File: src/rtl/pipe_stall_ctrl_pkg.sv
// rtl/pipe_stall_ctrl_pkg.sv - StallBus encodings, sequencer states and canned code sets
package pipe_stall_ctrl_pkg;

  localparam int STALL_W = 2;

  typedef enum logic [STALL_W-1:0] {
    STALL_PASS = 2'b00,
    STALL_HOLD = 2'b01,
    STALL_BUBB = 2'b10
  } stall_e;

  typedef enum logic {
    ST_RUN   = 1'b0,
    ST_DRAIN = 1'b1
  } state_e;

  typedef struct packed {
    stall_e pc;
    stall_e if_id;
    stall_e id_ex;
    stall_e ex_mem;
    stall_e mem_wb;
  } stall_bus_t;

  localparam stall_bus_t BUS_PASS  = '{STALL_PASS, STALL_PASS, STALL_PASS, STALL_PASS, STALL_PASS};
  localparam stall_bus_t BUS_HOLD  = '{STALL_HOLD, STALL_HOLD, STALL_HOLD, STALL_HOLD, STALL_HOLD};
  localparam stall_bus_t BUS_BUBB  = '{STALL_BUBB, STALL_BUBB, STALL_BUBB, STALL_BUBB, STALL_BUBB};
  localparam stall_bus_t BUS_MEMW  = '{STALL_HOLD, STALL_HOLD, STALL_HOLD, STALL_HOLD, STALL_BUBB};
  localparam stall_bus_t BUS_FLUSH = '{STALL_PASS, STALL_BUBB, STALL_BUBB, STALL_PASS, STALL_PASS};
  localparam stall_bus_t BUS_LDUSE = '{STALL_HOLD, STALL_HOLD, STALL_BUBB, STALL_PASS, STALL_PASS};
  localparam stall_bus_t BUS_IFW   = '{STALL_HOLD, STALL_BUBB, STALL_PASS, STALL_PASS, STALL_PASS};
  // While draining, IF/ID is bubbled even when MEM holds the back end: its content is wrong-path.
  localparam stall_bus_t BUS_DRAIN_MEMW = '{STALL_HOLD, STALL_BUBB, STALL_HOLD, STALL_HOLD, STALL_BUBB};

endpackage

File: src/rtl/stall_perf_cnt.sv
// rtl/stall_perf_cnt.sv - stall/flush perf counters and sticky MEM-wait watchdog
module stall_perf_cnt #(
  parameter int CNT_W       = 32,
  parameter int MEM_TIMEOUT = 1024
) (
  input  logic             clk,
  input  logic             rst,
  input  logic             en_i,
  input  logic             stall_i,
  input  logic             flush_i,
  input  logic             mem_busy_i,
  output logic [CNT_W-1:0] perf_stall_o,
  output logic [CNT_W-1:0] perf_flush_o,
  output logic             mem_timeout_o
);

  localparam int WAIT_W = $clog2(MEM_TIMEOUT + 1);
  localparam logic [WAIT_W-1:0] WAIT_MAX = WAIT_W'(MEM_TIMEOUT);

  logic [CNT_W-1:0]  stall_cnt_q, stall_cnt_d;
  logic [CNT_W-1:0]  flush_cnt_q, flush_cnt_d;
  logic [WAIT_W-1:0] wait_cnt_q, wait_cnt_d;
  logic              timeout_q, timeout_d;

  always_comb begin
    stall_cnt_d = stall_cnt_q;
    flush_cnt_d = flush_cnt_q;
    wait_cnt_d  = wait_cnt_q;
    timeout_d   = timeout_q;
    if (en_i) begin
      if (stall_i) stall_cnt_d = stall_cnt_q + CNT_W'(1);
      if (flush_i) flush_cnt_d = flush_cnt_q + CNT_W'(1);
      if (!mem_busy_i)             wait_cnt_d = '0;
      else if (wait_cnt_q != WAIT_MAX) wait_cnt_d = wait_cnt_q + WAIT_W'(1);
      // Flag sets on the same edge the wait count reaches the limit.
      if (wait_cnt_d == WAIT_MAX) timeout_d = 1'b1;
    end
  end

  always_ff @(posedge clk or posedge rst) begin
    if (rst) begin
      stall_cnt_q <= '0;
      flush_cnt_q <= '0;
      wait_cnt_q  <= '0;
      timeout_q   <= 1'b0;
    end else begin
      stall_cnt_q <= stall_cnt_d;
      flush_cnt_q <= flush_cnt_d;
      wait_cnt_q  <= wait_cnt_d;
      timeout_q   <= timeout_d;
    end
  end

  assign perf_stall_o  = stall_cnt_q;
  assign perf_flush_o  = flush_cnt_q;
  assign mem_timeout_o = timeout_q;

endmodule

File: src/rtl/pipe_stall_ctrl.sv
// rtl/pipe_stall_ctrl.sv - 5-stage pipeline hazard/stall sequencer with wrong-path fetch drain
module pipe_stall_ctrl
  import pipe_stall_ctrl_pkg::*;
#(
  parameter int CNT_W       = 32,
  parameter int MEM_TIMEOUT = 1024
) (
  input  logic               clk,
  input  logic               rst,
  input  logic               rdy_in,
  input  logic               if_busy_i,
  input  logic               mem_busy_i,
  input  logic               load_use_i,
  input  logic               ex_jump_i,
  output logic [STALL_W-1:0] stall_pc_o,
  output logic [STALL_W-1:0] stall_if_id_o,
  output logic [STALL_W-1:0] stall_id_ex_o,
  output logic [STALL_W-1:0] stall_ex_mem_o,
  output logic [STALL_W-1:0] stall_mem_wb_o,
  output logic               if_kill_o,
  output logic [CNT_W-1:0]   perf_stall_o,
  output logic [CNT_W-1:0]   perf_flush_o,
  output logic               mem_timeout_o
);

  state_e     state_q, state_d;
  stall_bus_t bus;
  logic       kill;
  logic       flush_inc;
  logic       stall_inc;

  always_comb begin
    state_d   = state_q;
    bus       = BUS_PASS;
    kill      = 1'b0;
    flush_inc = 1'b0;
    if (!rdy_in) begin
      bus = BUS_HOLD;
    end else if (state_q == ST_RUN) begin
      if (mem_busy_i) begin
        bus = BUS_MEMW;
      end else if (ex_jump_i) begin
        bus       = BUS_FLUSH;
        flush_inc = 1'b1;
        if (if_busy_i) begin
          kill    = 1'b1;
          state_d = ST_DRAIN;
        end
      end else if (load_use_i) begin
        bus = BUS_LDUSE;
      end else if (if_busy_i) begin
        bus = BUS_IFW;
      end
    end else begin
      kill = 1'b1;
      if (!if_busy_i) state_d = ST_RUN;
      if (mem_busy_i) begin
        bus = BUS_DRAIN_MEMW;
      end else if (ex_jump_i) begin
        bus       = BUS_FLUSH;
        flush_inc = 1'b1;
      end else begin
        bus = BUS_IFW;
      end
    end
    stall_inc = rdy_in && (bus.pc != STALL_PASS);
    if (rst) begin
      bus  = BUS_BUBB;
      kill = 1'b0;
    end
  end

  always_ff @(posedge clk or posedge rst) begin
    if (rst) state_q <= ST_RUN;
    else if (rdy_in) state_q <= state_d;
  end

  assign stall_pc_o     = bus.pc;
  assign stall_if_id_o  = bus.if_id;
  assign stall_id_ex_o  = bus.id_ex;
  assign stall_ex_mem_o = bus.ex_mem;
  assign stall_mem_wb_o = bus.mem_wb;
  assign if_kill_o      = kill;

  stall_perf_cnt #(
    .CNT_W       (CNT_W),
    .MEM_TIMEOUT (MEM_TIMEOUT)
  ) u_perf (
    .clk           (clk),
    .rst           (rst),
    .en_i          (rdy_in),
    .stall_i       (stall_inc),
    .flush_i       (flush_inc),
    .mem_busy_i    (mem_busy_i),
    .perf_stall_o  (perf_stall_o),
    .perf_flush_o  (perf_flush_o),
    .mem_timeout_o (mem_timeout_o)
  );

endmodule

File: config.mk
export PLATFORM = sky130hd
export DESIGN_NAME = pipe_stall_ctrl
export DESIGN_NICKNAME = d
export VERILOG_FILES = /design/src/rtl/pipe_stall_ctrl_pkg.sv /design/src/rtl/stall_perf_cnt.sv /design/src/rtl/pipe_stall_ctrl.sv
export SDC_FILE = /design/constraint.sdc
export NUM_CORES = 1
export LEC_CHECK = 0
export ABC_AREA = 1
export CORE_AREA = 2 2 106 108
export CTS_CLUSTER_SIZE = 28
export DETAILED_ROUTE_END_ITERATION = 8
export DIE_AREA = 0 0 108 110
export GPL_ROUTABILITY_DRIVEN = 0
export GPL_TIMING_DRIVEN = 0
export PLACE_DENSITY = 0.6
export SYNTH_ARGS = -nofsm -noshare
export SYNTH_HDL_FRONTEND = slang
export SYNTH_SLANG_ARGS = --single-unit
File: constraint.sdc
create_clock -name clk -period 5.4 [get_ports clk]
set_input_delay 1.08 -clock clk [delete_from_list [all_inputs] [get_ports clk]]
set_output_delay 1.08 -clock clk [all_outputs]
set_load 0.02 [all_outputs]
Word level (Yosys, flattened, before mapping)
Cells that the tools add are included.

operators by class
  multiplexer cells = 22
  reduce and logical (&&, ||, !) cells = 5
  $add $sub $neg = 3
  eq/ne operators = 2

operators by type and width
  cell                                                             number
  32-bit by 1-bit adder with 32-bit output, second input constant  2
  9-bit 2-to-1 mux                                                 6
  11-bit 2-to-1 mux                                                3
  10-bit 2-to-1 mux                                                3
  11-bit by 1-bit adder with 11-bit output, second input constant  1
  11-bit == test, second input constant                            1
  11-bit != test, second input constant                            1
  1-bit 2-to-1 mux                                                 10
  2-bit AND reduction                                              3
  2-bit nonzero test                                               1
  1-bit logical AND                                                1

word-level totals
  bits of input ports = 7
  bits in registers = 77
  logic and storage cells = 37

Longest topological paths before layout
  depth after elaboration = 9
  mapped depth = 12
  mapped depth without buffers = 12

Hierarchy
From an unflattened synthesis, not the netlist that was laid out.

unflattened totals
  cells, all modules = 555
  area, all modules = 4451.8 µm²

modules (own cells, without submodules)
  module           cells each  times used  area an instance (µm²)  seq. area each (µm²)
  stall_perf_cnt   516         1           4232.8                  1901.8
  pipe_stall_ctrl  39          1           219.0                   25.0

Least setup slack after synthesis
Ideal clock, no wire load.

  path kind = input to output
  start = input rst
  end = output stall_if_id_o[1]
  data arrival time = 3291 ps
  required time = 4320 ps
  slack = 1029 ps
  stages = 2
  path through = inv_1 > a31oi_1

on the way
  cells in the longest elaborated chain, start to end = 1

RTL lines
  what                RTL line               source
  start: declaration  pipe_stall_ctrl.sv:9   input logic rst,
  10-bit 2-to-1 mux   pipe_stall_ctrl.sv:67  if (rst) begin
  end: declaration    pipe_stall_ctrl.sv:16  output logic [STALL_W-1:0] stall_if_id_o,

No other way between the ends.

Final worst setup path
  start = input rdy_in
  end = output if_kill_o

on the way
  cells in the longest elaborated chain, start to end = 2

RTL lines
  what                RTL line               source
  start: declaration  pipe_stall_ctrl.sv:10  input logic rdy_in,
  1-bit 2-to-1 mux    pipe_stall_ctrl.sv:37  if (!rdy_in) begin
  1-bit 2-to-1 mux    pipe_stall_ctrl.sv:67
  end: declaration    pipe_stall_ctrl.sv:20  output logic if_kill_o,

No other way between the ends.

==> results_dict.tcl <==
set metrics [dict create \
    num_io_pins 83 \
    path_cells "clkdlybuf4s50_1, buf_2, inv_1, nor4_1, clkdlybuf4s50_1" \
    post_cts_resized 0 \
    critPathRequiredTime_ns 4.32 \
    whs_ns 0.471 \
    r2r_end "u_perf.perf_flush_o[25]" \
    wire_per_inst_microns 13.7 \
    clkTransAtPathRegs_ns 0.07 \
    syn_area_per_cell_sq_um 8.45 \
    fin_crit_ns 4.26 \
    fin_total_pwr_mw 1.42 \
    max-slew-margin-rel_pct 62.0 \
    clock.fmax_mhz 235 \
    vias_per_cell 4.84 \
    dieArea_sq_mm 0.0119 \
    dpl_cell_area_sq_mm 0.00526 \
    worstHoldStart "u_perf.mem_timeout_o" \
    cts_buffer_depth 2 \
    crit_path_end_kind "output port" \
    outcome "finished clean" \
    post_layout_nonfiller_instances 738 \
    drive_gt1_share_pct 8.53 \
    p_clk_share_pct 30.4 \
    yosysSeqAreaShare_pct 45.5 \
    utilization_pct 50.8 \
    fin_crit_sh_pct 78.8 \
    cts_buffers 9 \
    antenna_cells 0 \
    cts_sinks 77 \
    cp_slowest_cell "clkdlybuf4s50_1" \
    cts_tree "yes" \
    firstDrtPassIters 4 \
    dp_hpwl_mm 7.41 \
    rows 38 \
    postLayoutCellArea_sq_mm 0.00544 \
    place_ws_ns 1.15 \
    cts_hold_buf 0 \
    ant_nets 0 \
    cp_slowest_stage_delay_ns 0.67 \
    routed_wirelength_mm 10.1 \
    r2r_slack_ns 3.62 \
    cap_violations 0 \
    rsz0062_at_grt "false" \
    die_y_microns 110 \
    cp_common_cell "clkdlybuf4s50_1" \
    grt_pass1_wl_mm 16.8 \
    intPower_mw 0.984 \
    pwr-share-seq_pct 48.8 \
    dr_total_vias 3574 \
    setup_viol 0 \
    layout_commonest_cell "nand2_1" \
    power_frac_comb_pct 20.8 \
    yosysWarningCount 0 \
    nets 606 \
    total_leakage_power_nw 2.53 \
    tns_ns 0 \
    drtIter0Drc 185 \
    cts_setup_buffers 0 \
    core_area_sq_mm 0.0107 \
    r2r-start "u_perf.perf_flush_o[11]" \
    synth_nets 512 \
    ff2ff_path_depth 9 \
    ys_types 37 \
    syn-cell-area_sq_mm 0.00423 \
    drv_slew 0 \
    final-hold-violation-count 0 \
    area_delta_synth_final_pct 28.5 \
    cp-start-kind "input pin" \
    tightest_slew_ns 0.565 \
    hold_end "u_perf.mem_timeout_o" \
    hold_path_class "register to register" \
    drc 0 \
    post-route-worst-setup-slack_ns 1.14 \
    placedCellCount 724 \
    initial_core_util_pct 39.6 \
    worstPathMaxFanout 10 \
    synth-seq-cells 77 \
    h-tree-depth 3 \
    netSwitchingFraction_pct 30.7 \
    overflow 0 \
    skew_ns 0.0130 \
    ir_worst_vdd_mv 0.138 \
    root_buffer "clkbuf_8" \
    power.density_mw_per_mm2 261 \
    clkLatencyLatePin_ns 0.36 \
    holdPathStages 2 \
    port_buffers 82 \
    final_cell_mix "nand2_1 (112), clkdlybuf4s50_1 (82), dfrtp_1 (77)" \
    syn_inst 501 \
    grt_max_degree 70 \
    globalRouteTotalUtil_pct 18.0 \
    crit_type "input pin to output port" \
    die_w_microns 108 \
    antenna_found_initial 0 \
    grt_pass1_vias 3516 \
    switchingPower_mw 0.436 \
    cp.arrival_ns 3.18 \
]
==> state kept, by name (all words and copies together) (netlist names) <==
signal	count
state_q	1
u_perf.wait_cnt_q	11
u_perf.perf_flush_o	32
u_perf.mem_timeout_o	1
u_perf.perf_stall_o	32
==> critical path, delay by kind of cell <==
kind                   cells  cell delay, ns
and+or+nand+nor            1            0.35
buffers and inverters      4            1.74
==> worst max path at each step <==
stage | from | end | slack [ns]
after floorplan | rst | stall_if_id_o[1] | 1.03
after CTS | rdy_in | if_kill_o | 1.16
after global routing | rdy_in | if_kill_o | 1.08
after global placement | rst | stall_id_ex_o[1] | -0.77
after detailed placement | rdy_in | if_kill_o | 1.15
final | rdy_in | if_kill_o | 1.14
==> layout make-up <==
cell class / instances / area [sq um]
repair buffers: 83 / 848
well taps: 140 / 175
plain buffers: 7 / 38.8
clock inverters: 2 / 35.0
fillers: 1038 / 5260
clock buffers: 12 / 145
inverters: 56 / 213
multi-input cells: 361 / 2060
flip-flops and latches: 77 / 1930
==> routing by layer <==
metal	wire length (microns)	global-route usage, %	share of wire (%)	up-vias
li1	-	-	-	1786
met1	4780	24.3	47	1695
met2	4840	29.3	48	85
met3	435	4.12	4.3	8
met4	86	5.22	0.85	0
met5	0	0	0	-
==> synthesized netlist by cell type (all sizes together) <==
master / number / area share (%)
or2: 1 / 0.15
o21ai: 15 / 1.8
a21o: 1 / 0.18
nand2: 115 / 10
nor4: 1 / 0.15
dfrtp: 77 / 46
nand3b: 4 / 0.80
a31oi: 1 / 0.15
nor2: 68 / 7.4
o22ai: 1 / 0.15
o21bai: 1 / 0.18
and3: 1 / 0.15
buf: 5 / 0.74
nor3: 15 / 2.5
nand4: 18 / 3.0
ha: 4 / 1.2
xor2: 38 / 7.9
clkbuf: 2 / 0.18
a31o: 1 / 0.21
inv: 56 / 5.0
nand3: 46 / 6.6
a21oi: 7 / 0.83
xnor2: 23 / 4.8
==> power groups by stage <==
stage | Clock [mW] | Sequential, mW | Combinational [mW]
2_1_floorplan | 0 | 0.745 | 0.114
3_3_place_gp | 0 | 0.703 | 0.292
3_5_place_dp | 0 | 0.705 | 0.300
4_1_cts | 0.441 | 0.694 | 0.300
5_1_grt | 0.467 | 0.703 | 0.325
6_report | 0.432 | 0.693 | 0.296
==> cell families after synthesis <==
logic type	synth area share (%)
compound gates	3.46
xor+xnor	12.6
fa+ha+maj	1.18
buf+inv	5.88
flops	45.5
simple gates	31.3
(Power assumes the default switching activity.)
